===== config.mk =====
export PLATFORM = sky130hd
export DESIGN_NAME = div_sequencer_flat
export DESIGN_NICKNAME = d
export VERILOG_FILES = /design/src/rtl/div_sequencer_pkg.sv /design/src/rtl/div_sequencer_if.sv /design/src/rtl/div_sequencer_step.sv /design/src/rtl/div_sequencer.sv /design/src/flat_wrapper.sv
export SDC_FILE = /design/constraint.sdc
export NUM_CORES = 1
export LEC_CHECK = 0
export ABC_AREA = 1
export ABC_CLOCK_PERIOD_IN_PS = 2400
export CORE_ASPECT_RATIO = 0.9
export CORE_MARGIN = 5
export CORE_UTILIZATION = 55
export DETAILED_ROUTE_END_ITERATION = 10
export PLACE_DENSITY_LB_ADDON = 0.05
export REMOVE_ABC_BUFFERS = 1
export SLEW_MARGIN = 15
export SYNTH_ARGS = -nofsm -noshare
export SYNTH_HDL_FRONTEND = slang
export SYNTH_SLANG_ARGS = --single-unit

===== constraint.sdc =====
create_clock -name clk -period 2.4 [get_ports clk]
set_clock_uncertainty 0.1 [all_clocks]
set_input_delay 0.48 -clock clk [delete_from_list [all_inputs] [get_ports clk]]
set_output_delay 0.48 -clock clk [all_outputs]
set_load 0.1 [all_outputs]

===== src/rtl/div_sequencer_pkg.sv =====
// Shared definitions for the M-extension divide sequencer: op codes (also used by
// the ALU control decode), FSM state encoding and the default datapath width.
package div_sequencer_pkg;

  localparam int DEFAULT_WIDTH = 32;

  localparam logic [5:0] OP_DIV  = 6'b010100;
  localparam logic [5:0] OP_DIVU = 6'b010101;
  localparam logic [5:0] OP_REM  = 6'b010110;
  localparam logic [5:0] OP_REMU = 6'b010111;

  typedef enum logic [1:0] {
    ST_IDLE = 2'd0,
    ST_CALC = 2'd1,
    ST_FIX  = 2'd2,
    ST_DONE = 2'd3
  } state_t;

  // Bit 0 of a divide op code selects unsigned, bit 1 selects remainder.
  function automatic logic is_div_op(input logic [5:0] op);
    return (op == OP_DIV) || (op == OP_DIVU) || (op == OP_REM) || (op == OP_REMU);
  endfunction

endpackage


===== src/rtl/div_sequencer_if.sv =====
// Request/response bundle between the execute stage and the divide sequencer.
import div_sequencer_pkg::*;

interface div_sequencer_if #(
  parameter int WIDTH = DEFAULT_WIDTH
);

  // Handshake: start is a request sampled only while busy is low (IDLE or DONE);
  // a requester that sees busy high must keep start asserted until busy drops.
  // done pulses for one cycle with result valid; result then holds until the
  // next done. flush aborts any in-flight op and overrides a coincident start.
  logic             start;
  logic [5:0]       ALUControl;
  logic [WIDTH-1:0] operand1;
  logic [WIDTH-1:0] operand2;
  logic             flush;
  logic             busy;
  logic             done;
  logic [WIDTH-1:0] result;

  modport master (
    output start, ALUControl, operand1, operand2, flush,
    input  busy, done, result
  );

  modport slave (
    input  start, ALUControl, operand1, operand2, flush,
    output busy, done, result
  );

endinterface


===== src/rtl/div_sequencer_step.sv =====
// One restoring-division iteration: shift {rem, quo} left and trial-subtract.
module div_step
  import div_sequencer_pkg::*;
#(
  parameter int WIDTH = DEFAULT_WIDTH
) (
  input  logic [WIDTH:0]   rem,
  input  logic [WIDTH-1:0] quo,
  input  logic [WIDTH-1:0] divisor,
  output logic [WIDTH:0]   rem_next,
  output logic [WIDTH-1:0] quo_next
);

  logic [WIDTH+1:0] ext;
  logic [WIDTH+1:0] diff;

  // rem stays below the divisor between steps, so one extra bit of headroom
  // above the shifted partial remainder makes the top bit of diff the borrow.
  always_comb begin
    ext      = {rem, quo[WIDTH-1]};
    diff     = ext - {2'b00, divisor};
    rem_next = ext[WIDTH:0];
    quo_next = {quo[WIDTH-2:0], 1'b0};
    if (!diff[WIDTH+1]) begin
      rem_next    = diff[WIDTH:0];
      quo_next[0] = 1'b1;
    end
  end

endmodule


===== src/rtl/div_sequencer.sv =====
// Multi-cycle DIV/DIVU/REM/REMU sequencer: decodes special cases on accept,
// runs one restoring step per cycle, then sign-corrects and selects the result.
module div_sequencer
  import div_sequencer_pkg::*;
#(
  parameter int WIDTH = DEFAULT_WIDTH
) (
  input  logic           clk,
  input  logic           rst_n,
  div_sequencer_if.slave bus,
  output state_t         dbg_state
);

  localparam int CNT_W = (WIDTH > 1) ? $clog2(WIDTH) : 1;
  localparam logic [CNT_W-1:0] LAST_STEP = CNT_W'(WIDTH - 1);

  state_t           state;
  state_t           state_next;
  logic [CNT_W-1:0] count;
  logic [WIDTH:0]   rem;
  logic [WIDTH:0]   rem_next;
  logic [WIDTH-1:0] quo;
  logic [WIDTH-1:0] quo_next;
  logic [WIDTH-1:0] divisor;
  logic             op_rem;
  logic             neg_q;
  logic             neg_r;
  logic [WIDTH-1:0] result_q;

  logic             op_unsigned;
  logic             op_is_rem;
  logic             sign1;
  logic             sign2;
  logic [WIDTH-1:0] mag1;
  logic [WIDTH-1:0] mag2;
  logic             div_zero;
  logic             sgn_ovf;
  logic             special;
  logic [WIDTH-1:0] special_result;
  logic             accept;
  logic [WIDTH-1:0] rem_low;
  logic [WIDTH-1:0] fix_result;

  // Request decode, evaluated every cycle but only used on an accepting edge.
  always_comb begin
    op_unsigned = bus.ALUControl[0];
    op_is_rem   = bus.ALUControl[1];
    sign1       = !op_unsigned && bus.operand1[WIDTH-1];
    sign2       = !op_unsigned && bus.operand2[WIDTH-1];
    mag1        = sign1 ? -bus.operand1 : bus.operand1;
    mag2        = sign2 ? -bus.operand2 : bus.operand2;
    div_zero    = (bus.operand2 == '0);
    sgn_ovf     = !op_unsigned
                  && (bus.operand1 == {1'b1, {(WIDTH-1){1'b0}}})
                  && (bus.operand2 == '1);
    special     = div_zero || sgn_ovf;
    if (div_zero) special_result = op_is_rem ? bus.operand1 : '1;
    else          special_result = op_is_rem ? '0 : bus.operand1;
    accept      = ((state == ST_IDLE) || (state == ST_DONE))
                  && bus.start && is_div_op(bus.ALUControl) && !bus.flush;
  end

  div_step #(.WIDTH(WIDTH)) u_step (
    .rem      (rem),
    .quo      (quo),
    .divisor  (divisor),
    .rem_next (rem_next),
    .quo_next (quo_next)
  );

  always_comb begin
    rem_low    = rem[WIDTH-1:0];
    fix_result = op_rem ? (neg_r ? -rem_low : rem_low)
                        : (neg_q ? -quo : quo);
  end

  always_ff @(posedge clk) begin
    if (!rst_n) state <= ST_IDLE;
    else        state <= state_next;
  end

  always_comb begin
    state_next = state;
    if (bus.flush) begin
      state_next = ST_IDLE;
    end else begin
      case (state)
        ST_IDLE: if (accept) state_next = special ? ST_DONE : ST_CALC;
        ST_CALC: if (count == LAST_STEP) state_next = ST_FIX;
        ST_FIX:  state_next = ST_DONE;
        ST_DONE: begin
          if (accept) state_next = special ? ST_DONE : ST_CALC;
          else        state_next = ST_IDLE;
        end
        default: state_next = ST_IDLE;
      endcase
    end
  end

  // A flush freezes the datapath so result keeps its last delivered value.
  always_ff @(posedge clk) begin
    if (!rst_n) begin
      count    <= '0;
      rem      <= '0;
      quo      <= '0;
      divisor  <= '0;
      op_rem   <= 1'b0;
      neg_q    <= 1'b0;
      neg_r    <= 1'b0;
      result_q <= '0;
    end else if (!bus.flush) begin
      if (accept) begin
        op_rem  <= op_is_rem;
        neg_q   <= sign1 ^ sign2;
        neg_r   <= sign1;
        divisor <= mag2;
        quo     <= mag1;
        rem     <= '0;
        count   <= '0;
        if (special) result_q <= special_result;
      end else if (state == ST_CALC) begin
        rem   <= rem_next;
        quo   <= quo_next;
        count <= count + 1'b1;
      end else if (state == ST_FIX) begin
        result_q <= fix_result;
      end
    end
  end

  assign bus.busy   = (state == ST_CALC) || (state == ST_FIX);
  assign bus.done   = (state == ST_DONE);
  assign bus.result = result_q;
  assign dbg_state  = state;

endmodule


===== src/flat_wrapper.sv =====
// flat-port wrapper written by rule: the top's interface ports become plain ports
module div_sequencer_flat import div_sequencer_pkg::*;
#(
  parameter int WIDTH = DEFAULT_WIDTH
)
  (clk, rst_n, dbg_state, bus_start, bus_ALUControl, bus_operand1, bus_operand2, bus_flush, bus_busy, bus_done, bus_result);
  div_sequencer_if #(.WIDTH(WIDTH)) bus_i ();
  input  logic clk;
  input  logic rst_n;
  output state_t dbg_state;
  input wire logic [$bits(bus_i.start)-1:0] bus_start;
  input wire logic [$bits(bus_i.ALUControl)-1:0] bus_ALUControl;
  input wire logic [$bits(bus_i.operand1)-1:0] bus_operand1;
  input wire logic [$bits(bus_i.operand2)-1:0] bus_operand2;
  input wire logic [$bits(bus_i.flush)-1:0] bus_flush;
  output wire logic [$bits(bus_i.busy)-1:0] bus_busy;
  output wire logic [$bits(bus_i.done)-1:0] bus_done;
  output wire logic [$bits(bus_i.result)-1:0] bus_result;
  assign bus_i.start = bus_start;
  assign bus_i.ALUControl = bus_ALUControl;
  assign bus_i.operand1 = bus_operand1;
  assign bus_i.operand2 = bus_operand2;
  assign bus_i.flush = bus_flush;
  assign bus_busy = bus_i.busy;
  assign bus_done = bus_i.done;
  assign bus_result = bus_i.result;
  div_sequencer #(.WIDTH(WIDTH)) u_core (.clk(clk), .rst_n(rst_n), .bus(bus_i), .dbg_state(dbg_state));
endmodule

==> results of run 1 <==
==> metal layers <==
metal	vias up	wire, um	GRT usage
li1	8321	-	-
met1	7781	21920	0.4591
met2	855	22960	0.5501
met3	114	4670	0.04131
met4	0	1437	0.09461
met5	-	0	0
==> logic make-up (layout without fill, tap and decap cells) <==
logic type | after synthesis | after routing | share of synthesized area
and+or+nand+nor | 1304 | 1304 | 0.4128
buffers and inverters | 456 | 798 | 0.1363
AOI/OAI and AO/OA | 382 | 382 | 0.1557
DFF | 139 | 139 | 0.2082
xor gates and xnor gates | 63 | 63 | 0.04128
adders and majority gates | 49 | 49 | 0.04568
==> power breakdown <==
group | leakage, nW | total (mW) | internal (mW) | switching, mW
Sequential | 1.13 | 2.35 | 2.33 | 0.0217
Clock | 0.291 | 2.81 | 1.65 | 1.16
Combinational | 7.66 | 2.30 | 0.942 | 1.36
==> worst max path at each step <==
stage,cells past startpoint,to,start,slack [ps]
after floorplan,10,u_core.quo[30]$_SDFFE_PN0P_,u_core.dbg_state[0]$_SDFFE_PP0P_,-5820
after global placement,15,u_core.quo[30]$_SDFFE_PN0P_,bus_operand1[0],-410
after detailed placement,15,u_core.quo[30]$_SDFFE_PN0P_,bus_operand1[0],-500
after CTS,14,u_core.bus.result[28]$_SDFFE_PN0P_,u_core.quo[1]$_SDFFE_PN0P_,2
after global routing,16,u_core.bus.result[15]$_SDFFE_PN0P_,bus_operand2[1],-100
final,17,u_core.rem[30]$_SDFFE_PN0P_,u_core.quo[31]$_SDFFE_PN0P_,30
==> cell type report <==
class	count	area, um2	share of cell area
Inverter	357	1361	0.07379
Clock inverter	12	162.7	0.008817
Tap cell	308	385.4	0.02089
Timing Repair Buffer	410	3675	0.1992
Clock buffer	19	432.9	0.02347
Multi-Input combinational cell	1798	9609	0.5209
Sequential cell	139	2821	0.1529
==> flip-flops by register name, indices dropped and copies added, names as in the netlist <==
signal / count
u_core.rem: 33
u_core.op_rem: 1
u_core.neg_q: 1
u_core.count: 5
u_core.bus.result: 32
u_core.divisor: 32
u_core.quo: 32
u_core.dbg_state: 2
u_core.neg_r: 1
==> synth_stat cells, types with 4 or more instances <==
cell and count:
nand3b_1 13, nor2_2 7, buf_2 34, nand4_1 28, xnor2_1 20, buf_6 6
nor3_1 28, nor2_1 253, nand2_2 5, ha_1 44, maj3_1 4, buf_4 6
inv_1 349, clkbuf_1 46, buf_1 7, o211ai_1 34, nor4_1 4, nand3_2 5
inv_2 7, o21a_1 5, dfxtp_1 139, nand2_1 696, and2_1 8, a21oi_1 174
a31oi_1 6, nand3_1 244, o221ai_1 6, nor3_2 5, xor2_1 43, o21ai_0 136
o21ai_1 6
==> cells in the final DEF, fill, tap and decap left out, types with 8 or more instances in the layout <==
cell type | Yosys | routed
nor3_1 | 28 | 25
nand2_1 | 696 | 668
buf_4 | 6 | 304
ha_1 | 44 | 13
nor2_1 | 253 | 237
a21oi_1 | 174 | 157
nand3b_1 | 13 | 13
nand2_2 | 5 | 26
nand3_1 | 244 | 215
dfxtp_1 | 139 | 118
xor2_1 | 43 | 43
nand4_1 | 28 | 28
nor2_2 | 7 | 17
ha_4 | 0 | 29
xnor2_1 | 20 | 18
dfxtp_2 | 0 | 16
o21ai_1 | 6 | 9
o211ai_1 | 34 | 34
o21ai_0 | 136 | 130
inv_2 | 7 | 27
nand3_2 | 5 | 31
inv_4 | 0 | 8
buf_12 | 0 | 19
nand2_4 | 3 | 9
and2_1 | 8 | 8
a21oi_2 | 1 | 18
clkdlybuf4s50_1 | 0 | 70
inv_1 | 349 | 320
clkbuf_16 | 0 | 26
==> stage by stage <==
step | setup TNS (ps) | std cells | hold slack, ps
after floorplan | -569960 | 2294 | 345.3
after CTS | 0 | 3019 | 384.9
after detailed placement | -24460 | 2988 | 361.5
after global routing | -1134 | 3043 | 413.8
final | 0 | 3043 | 384.7
after global placement | -19010 | 2988 | 354.3
==> tightest hold or removal path, stage by stage (launching register included) <==
cell and delay, ps:
dfxtp_1 320, nand2_1 60, a21oi_1 50
==> timing repair <==
action                                  4_1_cts  5_1_grt
hold endpoints to repair                      0        0
resized for setup                            19      207
pin swaps                                     1       53
endpoints found under the setup margin       41      106
cloned                                        0       11
buffers inserted                              0       13
==> results.md, run 1 <==
- Status: complete, no violations
- H-tree level count: 4
- Worst Path Required: 2670 ps
- WL/cell: 16.76 um
- Asr flop ratio synth: 0
- Most used DFF post-synth: dfxtp_1
- Clk buf depth: 2
- Mapped Area: 13370 um2
- CP Capture Type: flip-flop
- Post-place setup slack: -499.7 ps
- Layout Nets: 2842
- Sink Count: 139
- Routed Antenna Nets: 0
- Detail Placement HPWL: 37480 um
- Top post-synthesis cells by area: dfxtp_1, nand2_1, inv_1
- Critical R2R Capture: u_core.rem[30]$_SDFFE_PN0P_
- Final setup vio count: 0
- Worst-Margin Slew: 671.4 ps
- Seq/Total Area, Yosys: 0.2082
- Static Leakage: 9.086 nW
- Syn Inst Count: 2393
- Die Height: 157.9 um
- Hold Vio Cnt, Final: 0
- Root Buffer: clkbuf_16
- Critical path class: reg2reg
- RSZ-0062 raised after global routing: yes
- Crit path buffers/inverters: 2
- EDFF count, synth: 0
- Worst ir drop on vdd: 0.5530 mV
- Cell variety after synth: 47
- Flops & latches, synth: 139
- IO buf count: 109
- Top-area cell type share of the netlist area: 0.2082
- First-pass DRT Iterations: 7
- Period utilization: 0.9874
- Reg2reg setup slack: 30 ps
- Slew HR: 0.5524
- Crit path largest cell delay: 370 ps
- Vias: 17.07k
- Slowest stage cell, crit path: fa_2
- Post-synth top area cell: dfxtp_1
- Placed cell areas: 16600 um2
- Pwr Density: 404.0 nW/um2
- CTS Buf Count: 17
- Synthesis-to-layout area growth: 38.03%
- Total global-route track usage: 0.3322
- Crit path max fanout: 4
- Setup ws final: 30.27 ps
- Final Wtd Congestion: 0.9518
- Core area: 24120 um2
- Share of cells above drive strength 1: 0.2135
- Reg-to-Reg Start: u_core.quo[31]$_SDFFE_PN0P_
- Slew Limit Fails: 0
- Min Tclk post-route: 2370 ps
- Max capacitance violation total: 0
- Hold Crit Endpoint: u_core.quo[27]$_SDFFE_PN0P_
- Die X: 174.3 um
- First-pass GRT wire length: 74710 um
- CP top delay family: simple AND/OR/NAND/NOR gates
- Initial core utilization: 0.5541
- Clk Latency, worst-skew pair: 440 ps
- Syn. warnings: 0
- GRT Residual Overflow: 0
- CTS tree: yes
- Clk slew on worst S/H paths: 70 ps
- Min-delay worst type: reg2reg
- Design area: 18450 um2
- Initial antenna violation count: 0
- DRT iter0 DRCs: 1940
- Startpoint Class: flip-flop
- Avg Vias per Cell: 5.610
- Vias in the first global route: 14.87k
- Synthesized area per cell: 5.585 um2
- Antenna cells: 0
- Number of remaining DRC errors: 0
- IO Pins: 110
- Detailed Route WL: 50990 um
- Fill cells: 1956
- Die ar.: 27520 um2
- Max Freq: 0.4220 GHz
- Arrival @ worst endpoint: 2640 ps
- Worst r2r path cells: 17
- CP most frequent cell: nand2_1
- Hold path depth: 2
- Largest net degree at the start of global routing: 62
- Post-cts hold buffer count: 0
- Core Util, Final: 0.7648
- Std-Cell Rows: 54
- Total Power: 7.453 mW
- Hold path startpoint: u_core.quo[27]$_SDFFE_PN0P_
- CP cell instances: inv_4 > ha_4 > inv_1 > fa_2 > nand2_1 > nand2_1 > nand3_1 > nand2_1 > nand2_1 > nand2_4 > nand2_2 > nand2_1 > nand2_1 > nand2_1 > nand3_1 > nand3_2 > a21oi_1
Power figures use the tool's default switching activity.
==> run 2, diff against run 1 <==
==> constraint.sdc (replaced) <==
create_clock -name clk -period 2.4 [get_ports clk]
set_clock_uncertainty 0.1 [all_clocks]
set_input_delay 0.36 -clock clk [delete_from_list [all_inputs] [get_ports clk]]
set_output_delay 0.36 -clock clk [all_outputs]
set_load 0.1 [all_outputs]
==> run 2 against run 1 <==
Net effect: critical path depth unchanged; total power decreased by 2.3%; global-route usage rose by 0.16 points; clock power barely moved; fmax grew 1.0%; critical path type unchanged; largest power group unchanged.
==> results.md, run 2 (synthesis gave the netlist of run 1 again) <==
- Status: complete, no violations
- Number of remaining DRC errors: 0 (unchanged)
- CTS tree: yes
- Routed Antenna Nets: 0 (unchanged)
- Max reg flops: 33 (unchanged)
- Root Buffer: clkbuf_16
- Vias: 16.55k (-3.1%)
- Post-place setup slack: -350.4 ps (+149.4 ps)
- Pwr Density: 413.3 nW/um2 (+2.3%)
- Critical path class: reg2reg
- Die ar.: 27520 um2 (unchanged)
- Post-cts hold buffer count: 0 (unchanged)
- Worst-Margin Slew: 503.0 ps (-168.5 ps)
- Biggest register: u_core.rem
- H-tree level count: 4 (unchanged)
- Die Height: 157.9 um (unchanged)
- First-pass DRT Iterations: 6 (-1)
- Initial core utilization: 0.5541 (unchanged)
- Crit path largest cell delay: 390 ps (+20 ps)
- Total global-route track usage: 0.3339 (+0.001630)
- Avg Vias per Cell: 5.539 (-1.3%)
- Slew Limit Fails: 0 (unchanged)
- Static Leakage: 8.649 nW (-4.8%)
- Max Freq: 0.4263 GHz (+1.0%)
- Largest net degree at the start of global routing: 62 (unchanged)
- Hold path startpoint: rst_n
- Slowest stage cell, crit path: dfxtp_4
- Final setup vio count: 0 (unchanged)
- CP most frequent cell: nand2_1
- Core area: 24120 um2 (unchanged)
- Crit path max fanout: 12 (+8)
- CP Capture Type: flip-flop
- Worst Path Required: 2650 ps (-20 ps)
- WL/cell: 16.18 um (-3.4%)
- Fill cells: 2155 (+10%)
- Layout Nets: 2787 (-1.9%)
- GRT Residual Overflow: 0 (unchanged)
- Detail Placement HPWL: 37810 um (+0.86%)
- Setup ws final: 54.50 ps (+24.24 ps)
- First-pass GRT wire length: 75020 um (+0.41%)
- Arrival @ worst endpoint: 2600 ps (-40 ps)
- Worst setup path start: u_core.divisor[4]$_SDFFE_PN0P_
- Min-delay worst type: in2reg
- Synthesis-to-layout area growth: 31.79%
- Clk Latency, worst-skew pair: 440 ps (about the same)
- Clk slew on worst S/H paths: 60 ps (about the same)
- Commonest non-fill, non-tap cell in the layout: nand2_1
- Antenna cells: 0 (unchanged)
- Final Wtd Congestion: 0.9877 (+3.8%)
- Commonest non-fill, non-tap cells in the layout: nand2_1, inv_1, buf_4
- Vias in the first global route: 15.01k (+0.93%)
- IO Pins: 110 (unchanged)
- CTS Buf Count: 17 (unchanged)
- IO buf count: 109 (unchanged)
- Reg-to-Reg Start: u_core.divisor[4]$_SDFFE_PN0P_
- Die X: 174.3 um (unchanged)
- Detailed Route WL: 48360 um (-5.2%)
- Min Tclk post-route: 2345 ps (-24.24 ps)
- Slew HR: 0.6643 (+0.1119)
- Worst ir drop on vdd: 0.3960 mV (-28%)
- Fin Hold WS: 310.5 ps (-74.27 ps)
- Sink Count: 139 (unchanged)
- Core Util, Final: 0.7303 (-0.03455)
- Period utilization: 0.9773 (-0.01010)
- Max capacitance violation total: 0 (unchanged)
- Share of cells above drive strength 1: 0.1731 (-0.04039)
- Clk buf depth: 2 (unchanged)
- Initial antenna violation count: 1 (+1)
- Startpoint Class: flip-flop
- CP cell instances: inv_1 > ha_4 > nand2_1 > nand2_1 > inv_1 > nand2_1 > nand2_1 > nand3_2 > nand2_2 > nand2_2 > nand2_4 > nand2_4 > nand2_8 > buf_12 > nand3_2 > nand3_1 > a21oi_1
- Std-Cell Rows: 54 (unchanged)
- DRT iter0 DRCs: 1782 (-8.1%)
- Hold Vio Cnt, Final: 0 (unchanged)
[run 2: cell types whose count changed in the layout (fill, tap and decap cells not counted), sizes merged]
cell           before  now
buf               329  281
clkbuf             28   21
clkdlybuf4s50      70   72
clkinv              5    6
dlymetal6s2s        2    0
inv               360  359
[run 2: power by group]
part | internal, mW | leakage, nW | switching, mW
logic | 0.858 | 7.23 | 1.26
registers | 2.33 | 1.13 | 0.0196
clock network | 1.67 | 0.296 | 1.14
[run 2: final cells by class]
| type | count | area [um2] | share of cell area |
|---|---|---|---|
| Clock buffer | 19 | 442.9 | 0.02515 |
| Tap cell | 308 | 385.4 | 0.02188 |
| Timing Repair Buffer | 355 | 3108 | 0.1764 |
| Clock inverter | 12 | 162.7 | 0.009234 |
| Multi-Input combinational cell | 1798 | 9376 | 0.5323 |
| Inverter | 357 | 1344 | 0.07629 |
| Sequential cell | 139 | 2795 | 0.1587 |
[run 2: critical path, delay by kind of cell (launching register included)]
family | cells | cell delay, ps
AO/OA/AOI/OAI | 1 | 160
adder cells (fa/ha/maj) | 1 | 290
buffers and inverters | 3 | 330
flip-flops | 1 | 390
AND/OR/NAND/NOR | 12 | 990
[run 2: final timing paths]
| check | end | slack (ps) | cells past startpoint |
|---|---|---|---|
| worst min-delay path | u_core.rem[23]$_SDFFE_PN0P_ | 310 | 3 |
| worst max-delay path | u_core.rem[28]$_SDFFE_PN0P_ | 50 | 17 |
| worst max register to register | u_core.rem[28]$_SDFFE_PN0P_ | 50 | 17 |
| worst min register to register | u_core.count[4]$_SDFFE_PN0P_ | 380 | 2 |
[run 2: metal layers]
layer	vias to the layer above	wire, um	track usage
met5	-	13	0
met4	2	1426	0.1040
met3	111	4113	0.04990
met2	719	21440	0.5382
met1	7523	21360	0.4642
li1	8195	-	-
[run 2: repair_timing]
action | CTS | global route
buffers inserted | 0 | 3
endpoints found under the setup margin | 57 | 112
pin swaps | 1 | 16
cloned | 0 | 1
gates resized for setup | 21 | 114
[run 2: through the flow]
step                cell area [um2]  power (mW)  instances  TNS, ps
floorplan                     12880       3.477       2294  -569720
global placement              16330       4.339       2953    -6270
detailed placement            16330       4.363       2953   -11580
CTS                           17030       7.152       2984   -18.48
global route                  17610       7.576       2988   -552.1
finish                        17610       7.280       2988        0
